$ cat src/rtl/bcd_editor_n.sv
// rtl/bcd_editor_n.sv - signed-BCD accumulator/operand editor with cursor window, blink and binary-to-BCD load
//
// Optional feature macro: BCD_EDITOR_SAT_EN
//   defined   : out-of-range loads saturate to +/-(10^DIGITS-1) and convert normally, error stays 0
//   undefined : out-of-range loads set the sticky error flag and clear the accumulator
//
// Ports:
//   clk, rst            clock, asynchronous active-high reset
//   left, right         one-cycle cursor moves (toward MS / LS digit)
//   inc, dec            one-cycle edits of the digit under the cursor
//   sel_opnd            edit target (0 = accumulator, 1 = operand)
//   load_valid/ready    load handshake; load_value is signed two's complement
//   acc_bcd, opnd_bcd   DIGITS magnitude nibbles plus sign nibble on top (0 = +, 5 = -)
//   cursor, win_base    cursor position and lowest visible position
//   blink_mask          one-hot visible cursor slot during the blink phase
//   busy, error         conversion in progress, sticky overflow
module bcd_editor_n #(
    parameter int DIGITS    = 4,
    parameter int WINDOW    = 4,
    parameter int W         = 16,
    parameter int BLINK_DIV = 12500000,
    localparam int CW       = $clog2(DIGITS + 1),
    localparam int RW       = 4 * (DIGITS + 1)
) (
    input  logic          clk,
    input  logic          rst,
    input  logic          left,
    input  logic          right,
    input  logic          inc,
    input  logic          dec,
    input  logic          sel_opnd,
    input  logic          load_valid,
    input  logic [W-1:0]  load_value,
    output logic          load_ready,
    output logic [RW-1:0] acc_bcd,
    output logic [RW-1:0] opnd_bcd,
    output logic [CW-1:0] cursor,
    output logic [CW-1:0] win_base,
    output logic [WINDOW-1:0] blink_mask,
    output logic          busy,
    output logic          error
);

    localparam int BW      = (BLINK_DIV > 1) ? $clog2(BLINK_DIV) : 1;
    localparam int NW      = (W > 1) ? $clog2(W) : 1;
    localparam int MAXV_I  = 10 ** DIGITS - 1;
    localparam int MW      = 4 * DIGITS;

    localparam logic [CW-1:0] C_DIGITS = CW'(DIGITS);
    localparam logic [CW-1:0] C_WMAX   = CW'(DIGITS + 1 - WINDOW);
    localparam logic [CW-1:0] C_WM1    = CW'(WINDOW - 1);
    localparam logic [W:0]    C_MAXV   = (W + 1)'(MAXV_I);

    logic [RW-1:0] r_acc, r_opnd;
    logic [CW-1:0] r_cursor, r_win_base;
    logic          r_busy, r_error, r_neg, r_phase;
    logic [W-1:0]  r_bin;
    logic [MW-1:0] r_bcd;
    logic [NW-1:0] r_cnt;
    logic [BW-1:0] r_blink_cnt;

    logic [W:0]    w_ext, w_mag;
    logic          w_ovf;
    logic [MW-1:0] w_adj, w_bcd_next;
    logic [RW-1:0] w_sel, w_edited;
    logic [3:0]    w_nib, w_new_nib;
    logic [CW-1:0] w_off;

    // Magnitude is formed in W+1 bits so the most-negative input cannot wrap.
    always_comb begin
        w_ext = {load_value[W-1], load_value};
        w_mag = w_ext[W] ? (~w_ext + 1'b1) : w_ext;
        w_ovf = (w_mag > C_MAXV);
    end

    // One double-dabble step: add 3 to every nibble >= 5, then shift in the next binary MSB.
    always_comb begin
        w_adj = r_bcd;
        for (int i = 0; i < DIGITS; i++) begin
            if (r_bcd[4*i +: 4] >= 4'd5)
                w_adj[4*i +: 4] = r_bcd[4*i +: 4] + 4'd3;
        end
        w_bcd_next = {w_adj[MW-2:0], r_bin[W-1]};
    end

    // Digit edit; inc outranks dec when both pulse together. Sign nibble toggles 0 <-> 5.
    always_comb begin
        w_sel = sel_opnd ? r_opnd : r_acc;
        w_nib = w_sel[4*int'(r_cursor) +: 4];
        if (r_cursor == C_DIGITS)
            w_new_nib = (w_nib == 4'd0) ? 4'd5 : 4'd0;
        else if (inc)
            w_new_nib = (w_nib >= 4'd9) ? 4'd0 : w_nib + 4'd1;
        else
            w_new_nib = (w_nib == 4'd0) ? 4'd9 : w_nib - 4'd1;
        w_edited = w_sel;
        w_edited[4*int'(r_cursor) +: 4] = w_new_nib;
    end

    always_ff @(posedge clk or posedge rst) begin
        if (rst) begin
            r_acc       <= '0;
            r_opnd      <= '0;
            r_cursor    <= '0;
            r_win_base  <= '0;
            r_busy      <= 1'b0;
            r_error     <= 1'b0;
            r_neg       <= 1'b0;
            r_phase     <= 1'b0;
            r_bin       <= '0;
            r_bcd       <= '0;
            r_cnt       <= '0;
            r_blink_cnt <= '0;
        end else begin
            if (r_blink_cnt == BW'(BLINK_DIV - 1)) begin
                r_blink_cnt <= '0;
                r_phase     <= ~r_phase;
            end else begin
                r_blink_cnt <= r_blink_cnt + 1'b1;
            end

            if (r_busy) begin
                r_bcd <= w_bcd_next;
                r_bin <= {r_bin[W-2:0], 1'b0};
                r_cnt <= r_cnt + 1'b1;
                if (r_cnt == NW'(W - 1)) begin
                    r_busy     <= 1'b0;
                    r_acc      <= {(r_neg ? 4'd5 : 4'd0), w_bcd_next};
                    r_opnd     <= '0;
                    r_cursor   <= '0;
                    r_win_base <= '0;
                end
            end else if (load_valid) begin
                r_bcd <= '0;
                r_cnt <= '0;
                r_neg <= w_ext[W] && (w_mag != '0);
`ifdef BCD_EDITOR_SAT_EN
                r_busy <= 1'b1;
                r_bin  <= w_ovf ? W'(MAXV_I) : w_mag[W-1:0];
`else
                if (w_ovf) begin
                    r_error <= 1'b1;
                    r_acc   <= '0;
                end else begin
                    r_busy <= 1'b1;
                    r_bin  <= w_mag[W-1:0];
                end
`endif
            end else if (left) begin
                if (r_cursor == C_DIGITS) begin
                    r_cursor   <= '0;
                    r_win_base <= '0;
                end else begin
                    r_cursor <= r_cursor + 1'b1;
                    if (r_cursor - r_win_base == C_WM1)
                        r_win_base <= r_win_base + 1'b1;
                end
            end else if (right) begin
                if (r_cursor == '0) begin
                    r_cursor   <= C_DIGITS;
                    r_win_base <= C_WMAX;
                end else begin
                    r_cursor <= r_cursor - 1'b1;
                    if (r_cursor == r_win_base)
                        r_win_base <= r_win_base - 1'b1;
                end
            end else if (inc || dec) begin
                if (sel_opnd)
                    r_opnd <= w_edited;
                else
                    r_acc <= w_edited;
            end
        end
    end

    always_comb begin
        w_off      = r_cursor - r_win_base;
        blink_mask = (!r_busy && r_phase) ? (WINDOW'(1) << w_off) : '0;
    end

    assign load_ready = !r_busy;
    assign acc_bcd    = r_acc;
    assign opnd_bcd   = r_opnd;
    assign cursor     = r_cursor;
    assign win_base   = r_win_base;
    assign busy       = r_busy;
    assign error      = r_error;

endmodule

$ cat config.mk
export PLATFORM = sky130hd
export DESIGN_NAME = bcd_editor_n
export DESIGN_NICKNAME = d
export VERILOG_FILES = /design/src/rtl/bcd_editor_n.sv
export SDC_FILE = /design/constraint.sdc
export NUM_CORES = 1
export LEC_CHECK = 0
export CORE_MARGIN = 1
export CORE_UTILIZATION = 26
export CTS_BUF_LIST = sky130_fd_sc_hd__clkbuf_8 sky130_fd_sc_hd__clkbuf_16
export CTS_CLUSTER_SIZE = 24
export DETAILED_ROUTE_END_ITERATION = 10
export GPL_TIMING_DRIVEN = 0
export PLACE_DENSITY_LB_ADDON = 0.1
export SETUP_SLACK_MARGIN = 0.1
export SYNTH_ARGS = -nofsm -noshare
export SYNTH_HDL_FRONTEND = slang
export SYNTH_SLANG_ARGS = --single-unit
$ cat constraint.sdc
create_clock -name clk -period 3.83 [get_ports clk]
set_input_delay 0.5745 -clock clk [delete_from_list [all_inputs] [get_ports clk]]
set_output_delay 0.5745 -clock clk [all_outputs]
set_load 0.03 [all_outputs]
## Yosys cells after proc, flatten, opt, wreduce, memory -nomap -nowiden

Index checks and enable logic that the tools add are counted.

| word-level totals | value |
|---|---|
| bits in registers | 110 |

| operators by class | value |
|---|---|
| reductions and logical operators | 20 |
| add/sub/neg operators | 15 |
| shifts and indexed selects | 4 |
| eq/ne operators | 15 |
| magnitude comparators | 6 |
| muxes and demuxes | 56 |
| bitwise operators | 3 |

Operators by type and width:

| cell | number |
|---|---|
| 20-bit 2-to-1 mux | 16 |
| 16-bit 2-to-1 mux | 5 |
| 3-bit 2-to-1 mux | 18 |
| 4-bit 2-to-1 mux | 10 |
| 5-bit negation with 33-bit output | 1 |
| 4-bit by 33-bit variable shift with 20-bit output (first input constant) | 1 |
| 4-bit by 33-bit variable part select with 20-bit output | 1 |
| 24-bit by 1-bit adder with 24-bit output (second input constant) | 1 |
| 24-bit == test (second input constant) | 1 |
| 24-bit 2-to-1 mux | 1 |
| 20-bit bitwise mux | 1 |
| 20-bit by 6-bit variable part select with 4-bit output | 1 |
| 17-bit by 1-bit adder with 17-bit output (second input constant) | 1 |
| 17-bit by 14-bit greater-than comparator with 1-bit output (second input constant) | 1 |
| 17-bit 2-to-1 mux | 1 |
| 17-bit NOT | 1 |
| 17-bit nonzero test | 1 |
| 4-bit by 3-bit >= comparator with 1-bit output (second input constant) | 4 |
| 4-bit by 2-bit adder with 4-bit output (second input constant) | 3 |
| 3-bit by 1-bit != test with 1-bit output (second input constant) | 4 |
| 6-bit AND reduction | 2 |
| 4-bit by 1-bit adder with 4-bit output (second input constant) | 2 |
| 2-bit by 1-bit != test with 1-bit output (second input constant) | 4 |
| 3-bit by 1-bit adder with 3-bit output (second input constant) | 2 |
| other kinds (25) | 36 |

## Depth between registers and ports, before layout

| depth | value |
|---|---|
| depth in word-level cells | 14 |
| mapped depth | 14 |

## Worst setup path before layout

No wires, ideal clock.

| path | value |
|---|---|
| path type | in2reg |
| from | input sel_opnd |
| to | register r_acc[18] (netlist: acc_bcd[18]) |
| stages on the path | 13 |
| data required time | 3704 ps |
| buffers on the path | 2 |
| data arrival time | 3296 ps |
| path slack | 408 ps |
| cell sequence | clkbuf_1 -> buf_2 -> mux2i_1 -> nor3_1 -> o41ai_2 -> inv_1 -> ha_1 -> mux2i_1 -> nor2_1 -> o2111ai_1 -> o211ai_1 -> mux2_2 -> a221o_1 |

| on the way | value |
|---|---|
| cells in the longest elaborated chain, start to end | 14 |

RTL lines:

| element | RTL line | text |
|---|---|---|
| start: declaration | 31 | `input logic sel_opnd,` |
| 20-bit 2-to-1 mux | 88 | `w_sel = sel_opnd ? r_opnd : r_acc;` |
| 20-bit by 6-bit variable part select with 4-bit output | 89 | `w_nib = w_sel[4*int'(r_cursor) +: 4];` |
| 4-bit by 1-bit subtractor with 4-bit output (tied with other cells) | 95 | `w_new_nib = (w_nib == 4'd0) ? 4'd9 : w_nib - 4'd1;` |
| 4-bit 2-to-1 mux (on tied branches) | 95, 93 |  |
| 4-bit 2-to-1 mux | 92 | `else if (inc)` |
| 4-bit 2-to-1 mux | 90 | `if (r_cursor == C_DIGITS)` |
| 4-bit by 33-bit variable part select with 20-bit output | 97 | `w_edited[4*int'(r_cursor) +: 4] = w_new_nib;` |
| 20-bit bitwise mux | 97 |  |
| 20-bit 2-to-1 mux | 168 | `if (sel_opnd)` |
| 20-bit 2-to-1 mux | 167 | `end else if (inc \|\| dec) begin` |
| 20-bit 2-to-1 mux | 158 | `end else if (right) begin` |
| 20-bit 2-to-1 mux | 149 | `end else if (left) begin` |
| 20-bit 2-to-1 mux | 133 | `end else if (load_valid) begin` |
| 20-bit 2-to-1 mux | 122 | `if (r_busy) begin` |
| end signal: assignment | 128 | `r_acc <= {(r_neg ? 4'd5 : 4'd0), w_bcd_next};` |
| end signal: assignment | 171 | `r_acc <= w_edited;` |
| end: declaration | 54 | `logic [RW-1:0] r_acc, r_opnd;` |

Several ways; a longest one is shown, not always the timed one. The select of a mux whose other input is x is not followed.
A chain may end at the register's enable or synchronous reset.

## Worst setup path after layout

| path | value |
|---|---|
| from | register r_cursor[0] (netlist: cursor[0]) |
| to | register r_acc[1] (netlist: acc_bcd[1]) |

| on the way | value |
|---|---|
| cells in the longest elaborated chain, start to end | 13 |

RTL lines:

| element | RTL line | text |
|---|---|---|
| start: declaration | 55 | `logic [CW-1:0] r_cursor, r_win_base;` |
| start signal: assignment | 154 | `r_cursor <= r_cursor + 1'b1;` |
| start signal: assignment | 163 | `r_cursor <= r_cursor - 1'b1;` |
| 20-bit by 6-bit variable part select with 4-bit output | 89 |  |
| 4-bit by 1-bit subtractor with 4-bit output (tied with other cells) | 95 |  |
| 4-bit 2-to-1 mux (on tied branches) | 95, 93 |  |
| 4-bit 2-to-1 mux | 92 |  |
| 4-bit 2-to-1 mux | 90 |  |
| 4-bit by 33-bit variable part select with 20-bit output | 97 |  |
| 20-bit bitwise mux * | 97 |  |
| 20-bit 2-to-1 mux * | 168 |  |
| 20-bit 2-to-1 mux * | 167 |  |
| 20-bit 2-to-1 mux * | 158 |  |
| 20-bit 2-to-1 mux * | 149 |  |
| 20-bit 2-to-1 mux * | 133 |  |
| 20-bit 2-to-1 mux * | 122 |  |

Every way passes the cells marked *; elsewhere a longest branch is shown, timed or not. The select of a mux whose other input is x is not followed.

==> results.md <==
- Simple-Gate Fraction of Synth Area: a little under a fifth
- Top-level port count: a little under 80
- EDFF count, synth: 0
- Adder-cell share of the synthesized area: 4.353%
- Cell area after synthesis: about 7100 µm²
- TNS Setup: 0 ps
- Cell area after layout: slightly below 9000 µm²
- Width of the die: between 150 and 200 µm
- Gate Count Post-Synth: 774
- R2r setup slk: around 260 ps
- Worst-case clock skew: between 10 and 15 ps
- GRT overflow: 0
- Fin nets: around 900
- TritonRoute pass-1 iters: 5
- Gpl congestion: 0.8246
- CTS root buffer: clkbuf_16
- Initial antenna violation count: 0
- Mux cell area share after synthesis: ~9%
- Fin crit period: between 3000 and 4000 ps
- DIE HEIGHT: roughly 170 µm
- Worst Setup End Kind: register
- Slew headroom: between 40% and 50%
- TritonCTS buffer count: 9
- Core area: ~26000 µm²
- Max-cap violations: 0
- Unique masters post-synth: 79
- Crit Path Class: reg -> reg
- Clock slew at reported path FFs: 80 ps
- Arrival @ worst endpoint: between 3000 and 4000 ps
- Syn_area_per_cell: 9.135 µm²
- First-pass GRT wire length: ~36000 µm
- Post-synthesis xor/xnor area fraction: approximately 5.7%
- CTS sink cnt: 110
- Critical path launch point type: register
- Starting DRT DRC Count: 442
- Syn_nets: around 800
- Antenna Violating Nets Remaining: 0
- Register area share after synthesis: between 30% and 40%
- Vias in the first global route: 6079
- Pre-CTS setup slack: -784.9 ps
- Fin crit share: a little over 90%
- Largest family of logic cells by synthesized area: compound AO/OA/AOI/OAI gates
- Top_reg_cell synth: dfrtp_1
- Final setup violation count: 0
- Commonest cells after routing, fill and taps aside: 109 x dfrtp_1, 92 x nand2_1, 67 x clkdlybuf4s50_1
- Placed Instance Area: slightly above 8000 µm²
- Post-route insts no fill: approximately 1200
- Initial Util: between 20% and 30%
- LEAKAGE: 3.614 nW
- Ys Warns: 0
- Vias: roughly 6000
- CTS tree: yes
- Share of cells above drive strength 1: under 10%
- Async set-reset flop share out of synthesis: 100.0%
- Final Util: roughly 33%
- Hold Vio Cnt, Final: 0
- Row count: between 50 and 60
- Die ar.: between 20000 and 30000 µm²
- Least-Margin Pin Slew: between 700 and 800 ps
- Routed vias/inst: 5.074
- Status: completed
- Fin. max-slew vios: 0
- Port Buf Inserts: 72
- VDD IR max: ~0.25 mV
- # diodes: 0
- Unrepaired setup endpoints after global routing: false
- Tot GR Track Use: ~17%
- DRC violations left: 0
- Worst skew pair latency: about 360 ps
- Compound-Gate Fraction of Synth Area: between 10% and 20%
- Critical Path RT: between 4000 and 5000 ps
- PwrDens: roughly 740 nW/µm²
- Total power: about 6.5 mW
- Min Hold Slack: 467.5 ps
- Fmax: about 0.28 GHz
- Avg WL per Cell: roughly 19 µm
- CP Max Fanout: 10
- Max clock buf depth: 2
- Final WL: around 22000 µm
- Commonest non-fill, non-tap cell in the layout: dfrtp_1
- Detailed Place HPWL: approximately 17000 µm
- Largest net degree at the start of global routing: 84
- Area delta synth->final: 22.97%
- CTS H-tree depth: 3
- Placed Cells: 1182
- Fin worst setup slack: roughly 260 ps
- Tightest Hold Check Type: reg -> reg
- Synth Register Bits: 110
power breakdown:
group / leakage, nW / switching, mW / internal, mW
sequential: 1.44 / 0.337 / 1.49
clock: 0.158 / 0.454 / 0.546
combinational: 2.01 / 2.21 / 1.40
total: 3.61 / 3.01 / 3.44
cell type report:
class	instances	area, µm²
plain buffers	39	176.4
flip-flops and latches	110	2754
well taps	335	419.2
inverters	39	155.1
clock inverters	5	56.30
repair buffers	77	769.5
multi-input cells	586	4111
fillers	2739	17660
clock buffers	11	252.7
sequential cells by signal, indices dropped and copies added, names as in the netlist:
signal / flops
r_blink_cnt: 24
acc_bcd: 20
opnd_bcd: 20
r_bcd: 16
r_bin: 16
r_cnt: 4
cursor: 3
win_base: 3
busy: 1
error: 1
r_neg: 1
r_phase: 1
synthesized netlist by cell type, drive strengths merged (4+ instances only):
master	count	area share, %
or4	5	0.58
ha	23	4.1
nand4	5	0.44
nor3	16	1.1
a211oi	7	0.81
and2	4	0.35
nor2	60	3.2
a21oi	22	1.6
or3	5	0.44
and3	9	0.80
clkbuf	27	1.4
xnor2	20	2.5
nand2b	10	0.88
mux2	17	2.8
o31ai	10	1.1
dfrtp	110	39
nand2	92	4.9
buf	12	0.81
nand3b	4	0.42
nor4	10	1.1
nor2b	10	0.88
o221ai	6	0.74
xor2	25	3.2
nor3b	4	0.50
a21o	9	0.96
nand3	24	1.7
o21ai	66	4.7
a31oi	13	1.2
inv	39	2.1
a22o	7	0.87
o22ai	4	0.35
mux2i	38	5.4
repair_timing:
item	CTS	global route
gates resized for setup	15	23
cloned	0	0
hold buffers	0	0
pin swaps	4	4
setup buffers	4	0
setup endpoints to repair	42	27
path summary, 6_finish.rpt:
| path | endpoint | cells past startpoint | start |
|---|---|---|---|
| setup / recovery | acc_bcd[1] | 13 | cursor[0] |
| hold / removal | error | 1 | error |
| setup reg to reg | acc_bcd[1] | 13 | cursor[0] |
| hold reg to reg | error | 1 | error |
| max in group asynchronous | opnd_bcd[3] | 3 | rst |
| min in group asynchronous | r_blink_cnt[18] | 2 | rst |
metal layers:
metal	vias up	global-route usage [%]	wire length (µm)
met2	111	27.85	10750
met3	14	2.163	674
met1	2995	22.40	10790
met4	0	3.744	251
li1	2979	-	-
met5	-	0	0
cells by family (layout without fill, tap and decap cells):
kind of cell	after synthesis	count (layout)
xor+xnor	45	45
simple gates	266	266
fa+ha+maj	24	24
mux	58	58
compound gates	193	193
buf+inv	78	171
flops	110	110
worst max-delay path, cell delays in order (launching register included):
cell and delay [ps]:
dfrtp_1 460, clkbuf_4 310, clkbuf_4 270, mux2i_1 200, o221ai_1 200, o41ai_4 150
inv_1 160, ha_1 250, nor2b_1 240, a21oi_1 110, o32a_1 320, clkbuf_1 270
o31ai_1 350, mux2_4 200
Note: power is estimated with default switching activity, not from simulation.
==> variant 1, RTL diff (same settings) <==
Put one more register stage on the output `error`, cleared by the reset. The value now appears one clock later. The other outputs are not delayed to match.
--- a/src/rtl/bcd_editor_n.sv
+++ b/src/rtl/bcd_editor_n.sv
@@ -184,7 +184,13 @@
     assign cursor     = r_cursor;
     assign win_base   = r_win_base;
     assign busy       = r_busy;
-    assign error      = r_error;
+    always_ff @(posedge clk or posedge rst) begin
+        if (rst) begin
+            error <= '0;
+        end else begin
+            error <= r_error;
+        end
+    end
 
 endmodule
 
Function: changed (Yosys sat finds a counterexample within 4 cycles, from zero or initial values and one cycle with rst high).
==> variant 1 against the original RTL <==
Synthesized area fell by 3.1%. Total power rose by 0.97%. Routed wire length fell by 3.9%. Cell area fell by 2.3%. Sequential power fell by 4%. Worst setup slack got worse by 0.0048 ns. Clock skew rose by 0.00097 ns. First-iteration DRC count fell by 26%. Critical path depth fell by 3. Count of clock-buffer cells in the layout fell by 2. Sequential cell count rose by 1. Critical endpoint is now r_bin[6]$_DFFE_PP0P_.
==> variant 1: results (changes against the original RTL) <==
* Status: finished, final reports clean
* Final Wtd Congestion at 0.827 (+0.33%)
* Global-route usage over all layers at 0.167 (+0.00155)
* Clock Path Buffers at 2 (unchanged)
* Worst reg-to-reg setup slack at 0.43 ns (+0.17 ns)
* WP data arrival at 3.79 ns (-0.08 ns)
* First-pass GRT wire length at 34.1 mm (-4.8%)
* Hpwl dp at 15.9 mm (-5.0%)
* Initial antenna violation count at 0 (unchanged)
* Worst Hold Path EP: error$_DFF_PP0_
* Share of layout cells above drive strength 1 at 0.0824 (-0.0122)
* PortBufs at 73 (+1.4%)
* Hold depth at 0 (-1)
* Vias in the first global route at 5742 (-5.5%)
* FF-to-FF path depth at 13 (unchanged)
* Crit-path leading delay family: compound AO/OA/AOI/OAI gates
* Most flop-heavy register: r_blink_cnt
* Largest net degree at the start of global routing at 62 (-26%)
* DRT Pass-1 Iters at 5 (unchanged)
* Hold Crit Start: r_error$_DFFE_PP0P_
* Asr flop ratio synth at 1.00 (unchanged)
* Max FFs per register at 24 (unchanged)
* Placed cell area at 8040 um2 (-2.5%)
* Commonest cells post-synth: nand2_1 (124), dfrtp_1 (111), nor2_1 (73), o21ai_0 (65), mux2i_1 (42)
* Yosys warning total at 0 (unchanged)
* Register area share after synthesis at 0.405 (+0.0161)
* Sequential Power Share at 0.271 (-0.013)
* H-tree levels at 3 (unchanged)
* Reg-to-Reg End: opnd_bcd[12]$_DFFE_PP0P_
* Slew margin rel. at 0.204 (-0.258)
* Static Leak at 3.72 nW (+3.0%)
* First DRT Iteration DRCs at 328 (-26%)
* Pwr dens at 767 nW/um2 (+3.3%)
* Clk pin slew, worst setup/hold paths at 0.08 ns (about the same)
* Worst vdd ir at 350 uV (+38%)
* Ant. Diodes at 0 (unchanged)
* Netlist cell types at 72 (-8.9%)
* HP Class: register to register
* Total CTS buffers at 9 (unchanged)
* Syn_nets at 815 (-0.85%)
* # nets final at 906 (-0.44%)
* Fill cells at 2742 (+0.11%)
* Net Sw Frac at 0.471 (+0.00518)
* Fin Clk Skew at 0.0148 ns (+0.000971 ns)
* Routed wire length at 21.6 mm (-3.9%)
* Worst reg2reg path startpoint: cursor[0]$_DFFE_PP0P_
* Crit-path max cell delay at 0.59 ns (+0.13 ns)
* P_comb at 0.00362 W (about the same)
* Worst path slowest cell: or4_4
* Antenna Nets Post-Route at 0 (unchanged)
* Crit-path max FO at 10 (unchanged)
* Top cells by area, synth: dfrtp_1 (41%), nand2_1 (6.8%), mux2i_1 (6.1%), o21ai_0 (4.7%), ha_1 (4.2%)
* WHS at 0.394 ns (-0.0738 ns)
* Vias per cell at 4.91 (-3.3%)
[variant 1: cell types whose count changed after synthesis, moves of 7 or more]
cell      before  now
nor2_1        60   73
inv_1         39   26
clkbuf_1      27   19
nand2_1       92  124
mux2_2        14    3
a21oi_1       21   28
o21ai_0       55   65
[variant 1: stage by stage]
| step | instances | TNS, ns | setup slack, ns |
|---|---|---|---|
| floorplan | 767 | 0 | 0.325 |
| global placement | 1175 | -244.63 | -1.94 |
| detailed placement | 1177 | -29.22 | -1.19 |
| CTS | 1192 | 0 | 0.0631 |
| global route | 1197 | 0 | 0.0902 |
| finish | 1197 | 0 | 0.260 |
[variant 1: timing repair]
item                       CTS  global route
pin swaps                    1             3
gates resized for setup     16            16
buffers inserted             0             5
setup endpoints to repair   51            30
[variant 1: cell type report]
class	count	area, um2	share of cell area
multi-input cells	595	3820	0.449
inverters	26	103	0.0121
clock inverters	6	119	0.0140
repair buffers	80	801	0.0942
clock buffers	9	225	0.0265
well taps	335	419	0.0493
plain buffers	35	234	0.0275
flip-flops and latches	111	2780	0.327
[variant 1: worst max path at each step]
stage                              from                      end  slack, ns  cells after the start
after floorplan                     rst   acc_bcd[0]$_DFFE_PP0P_       0.32                      1
after global placement              rst  opnd_bcd[2]$_DFFE_PP0P_      -1.94                      2
after detailed placement       sel_opnd   acc_bcd[7]$_DFFE_PP0P_      -1.19                     15
after CTS                      sel_opnd   acc_bcd[7]$_DFFE_PP0P_       0.06                     15
after global routing           sel_opnd   acc_bcd[7]$_DFFE_PP0P_       0.09                     15
final                     load_value[4]     r_bin[6]$_DFFE_PP0P_       0.26                     10
[variant 1: routing by layer]
metal  up-vias  share of wire  GRT usage
li1       2898              -          -
met2       111           0.47      0.273
met3        13          0.032     0.0250
met4         0         0.0091     0.0282
met5         -              0          0
met1      2854           0.49      0.234
[variant 1: logic make-up after synthesis]
family | Yosys count | share of synthesized area
flip-flops | 111 | 0.405
AND/OR/NAND/NOR | 289 | 0.190
adder cells (fa/ha/maj) | 24 | 0.0449
XOR/XNOR | 44 | 0.0562
multiplexers | 47 | 0.0729
AO/OA/AOI/OAI | 191 | 0.183
buffers and inverters | 61 | 0.0467
[variant 1: worst reg2reg max path: stages, from the launching register on]
cell       delay, ns
dfrtp_2         0.50
clkbuf_2        0.22
or3b_2          0.51
nor2_1          0.13
a21oi_2         0.09
ha_1            0.23
inv_1           0.11
a311oi_1        0.06
o31ai_1         0.15
a21oi_1         0.13
o2bb2ai_1       0.60
mux2i_1         0.20
buf_4           0.18
a22o_1          0.18
==> variant 2, RTL diff (same settings) <==
Made on the original files. Change the parameter `WINDOW` from 4 to 8.
--- a/src/rtl/bcd_editor_n.sv
+++ b/src/rtl/bcd_editor_n.sv
@@ -16,7 +16,7 @@
 //   busy, error         conversion in progress, sticky overflow
 module bcd_editor_n #(
     parameter int DIGITS    = 4,
-    parameter int WINDOW    = 4,
+    parameter int WINDOW    = 8,
     parameter int W         = 16,
     parameter int BLINK_DIV = 12500000,
     localparam int CW       = $clog2(DIGITS + 1),
Ports: changed (resized blink_mask); port bits go from 77 to 81. The function was not compared with the original's and may differ.
==> variant 2 against the original RTL <==
Synthesized area up 0.30%. Routed wire length up 4.1%. Sequential cell count unchanged. Total power up 5.6%. Maximum frequency up 1.7%. Largest cell class unchanged. Cell count up 3.2%. First-iteration DRC count down 12%. Worst setup slack better by 0.060 ns. Cell area up 1.0%.
==> variant 2: results (changes against the original RTL) <==
* Status: finished, final reports clean
* Worst path slowest cell: nor3b_1
* Vias in the first global route at 6022 (-0.94%)
* Routed wire length at 23.4 mm (+4.1%)
* Worst reg-to-reg setup slack at 0.39 ns (+0.13 ns)
* Share of layout cells above drive strength 1 at 0.110 (+0.0155)
* Worst Hold Path EP: r_blink_cnt[4]$_DFF_PP0_
* Static Leak at 3.73 nW (+3.2%)
* Worst Setup SP: load_value[1]
* Worst vdd ir at 209 uV (-17%)
* Reg-to-Reg End: opnd_bcd[16]$_DFFE_PP0P_
* FF-to-FF path depth at 11 (-2)
* Post-Place Cells at 1213 (+2.6%)
* Largest net degree at the start of global routing at 82 (-2.4%)
* Netlist cell types at 74 (-6.3%)
* Slew margin rel. at 0.435 (-0.0272)
* First-pass GRT wire length at 36.5 mm (+1.8%)
* Post-Synth Adder-Cell Area at 0.0434 (-0.000131)
* PortBufs at 75 (+4.2%)
* Top cell type's share of synthesized area at 0.388 (-0.00117)
* Final Wtd Congestion at 0.821 (-0.47%)
* Top cells by area, synth: dfrtp_1 (39%), nand2_1 (5.8%), o21ai_0 (5.1%), ha_1 (4.1%), mux2i_1 (3.8%)
* Via Count at 6262 (+2.7%)
* Fill cells at 2864 (+4.6%)
* # nets final at 942 (+3.5%)
* Portion of netlist area occupied by mux cells at 0.0683 (-0.0232)
* Seq power at 0.00189 W (+3%)
* Syn_nets at 843 (+2.6%)
* Crit path capture: acc_bcd[3]$_DFFE_PP0P_
* Commonest cells post-synth: dfrtp_1 (110), nand2_1 (110), o21ai_0 (72), nor2_1 (69)
* Hold Crit Start: r_blink_cnt[4]$_DFF_PP0_
* Largest family of logic cells by synthesized area: simple AND/OR/NAND/NOR gates
* Hpwl dp at 17.5 mm (+4.6%)
* Synth Area in Compound Gates at 0.197 (+0.00259)
* Logic pwr share at 0.577 (+0.016)
* Register area share after synthesis at 0.388 (-0.00117)
* Synth Area per Inst at 8.92 um2 (-2.3%)
* First DRT Iteration DRCs at 391 (-12%)
[variant 2: stage by stage]
step | TNS (ns) | worst slack, ns | cell area (um2) | hold WS, ns | total power (W)
6_report | 0 | 0.325 | 8780 | 0.468 | 0.00681
5_1_grt | 0 | 0.113 | 8780 | 0.501 | 0.00729
4_1_cts | 0 | 0.120 | 8670 | 0.477 | 0.00680
3_5_place_dp | -26.42 | -0.884 | 8310 | 0.457 | 0.00568
3_3_place_gp | -236.78 | -1.88 | 8270 | 0.457 | 0.00570
2_1_floorplan | 0 | 0.353 | 7090 | 0.438 | 0.00431
[variant 2: layout make-up]
| type | count | share of cell area |
|---|---|---|
| buffer | 45 | 0.0312 |
| clock buffer | 10 | 0.0272 |
| clock inverter | 6 | 0.00698 |
| inverter | 26 | 0.0117 |
| multi-input combinational | 614 | 0.462 |
| sequential | 110 | 0.313 |
| tap | 341 | 0.0486 |
| timing repair buffer | 88 | 0.0984 |
[variant 2: worst max-delay path: cells and delay by family]
family,cells,cell delay [ns]
AO/OA/AOI/OAI,5,1.29
multiplexers,1,0.25
buffers and inverters,3,0.84
adder cells (fa/ha/maj),1,0.20
AND/OR/NAND/NOR,2,0.61
[variant 2: timing repair]
| item | CTS | global route |
|---|---|---|
| gates cloned | 0 | 0 |
| pin swaps | 3 | 5 |
| buffers inserted | 4 | 7 |
| resized for setup | 21 | 21 |
| endpoints found under the setup margin | 52 | 36 |
[variant 2: routing by layer]
layer / global-route usage / vias up / wire (um)
met3: 0.0222 / 15 / 843
met5: 0 / - / 0
met1: 0.234 / 3087 / 11000
met2: 0.275 / 120 / 11300
met4: 0.0423 / 0 / 251
li1: - / 3040 / -
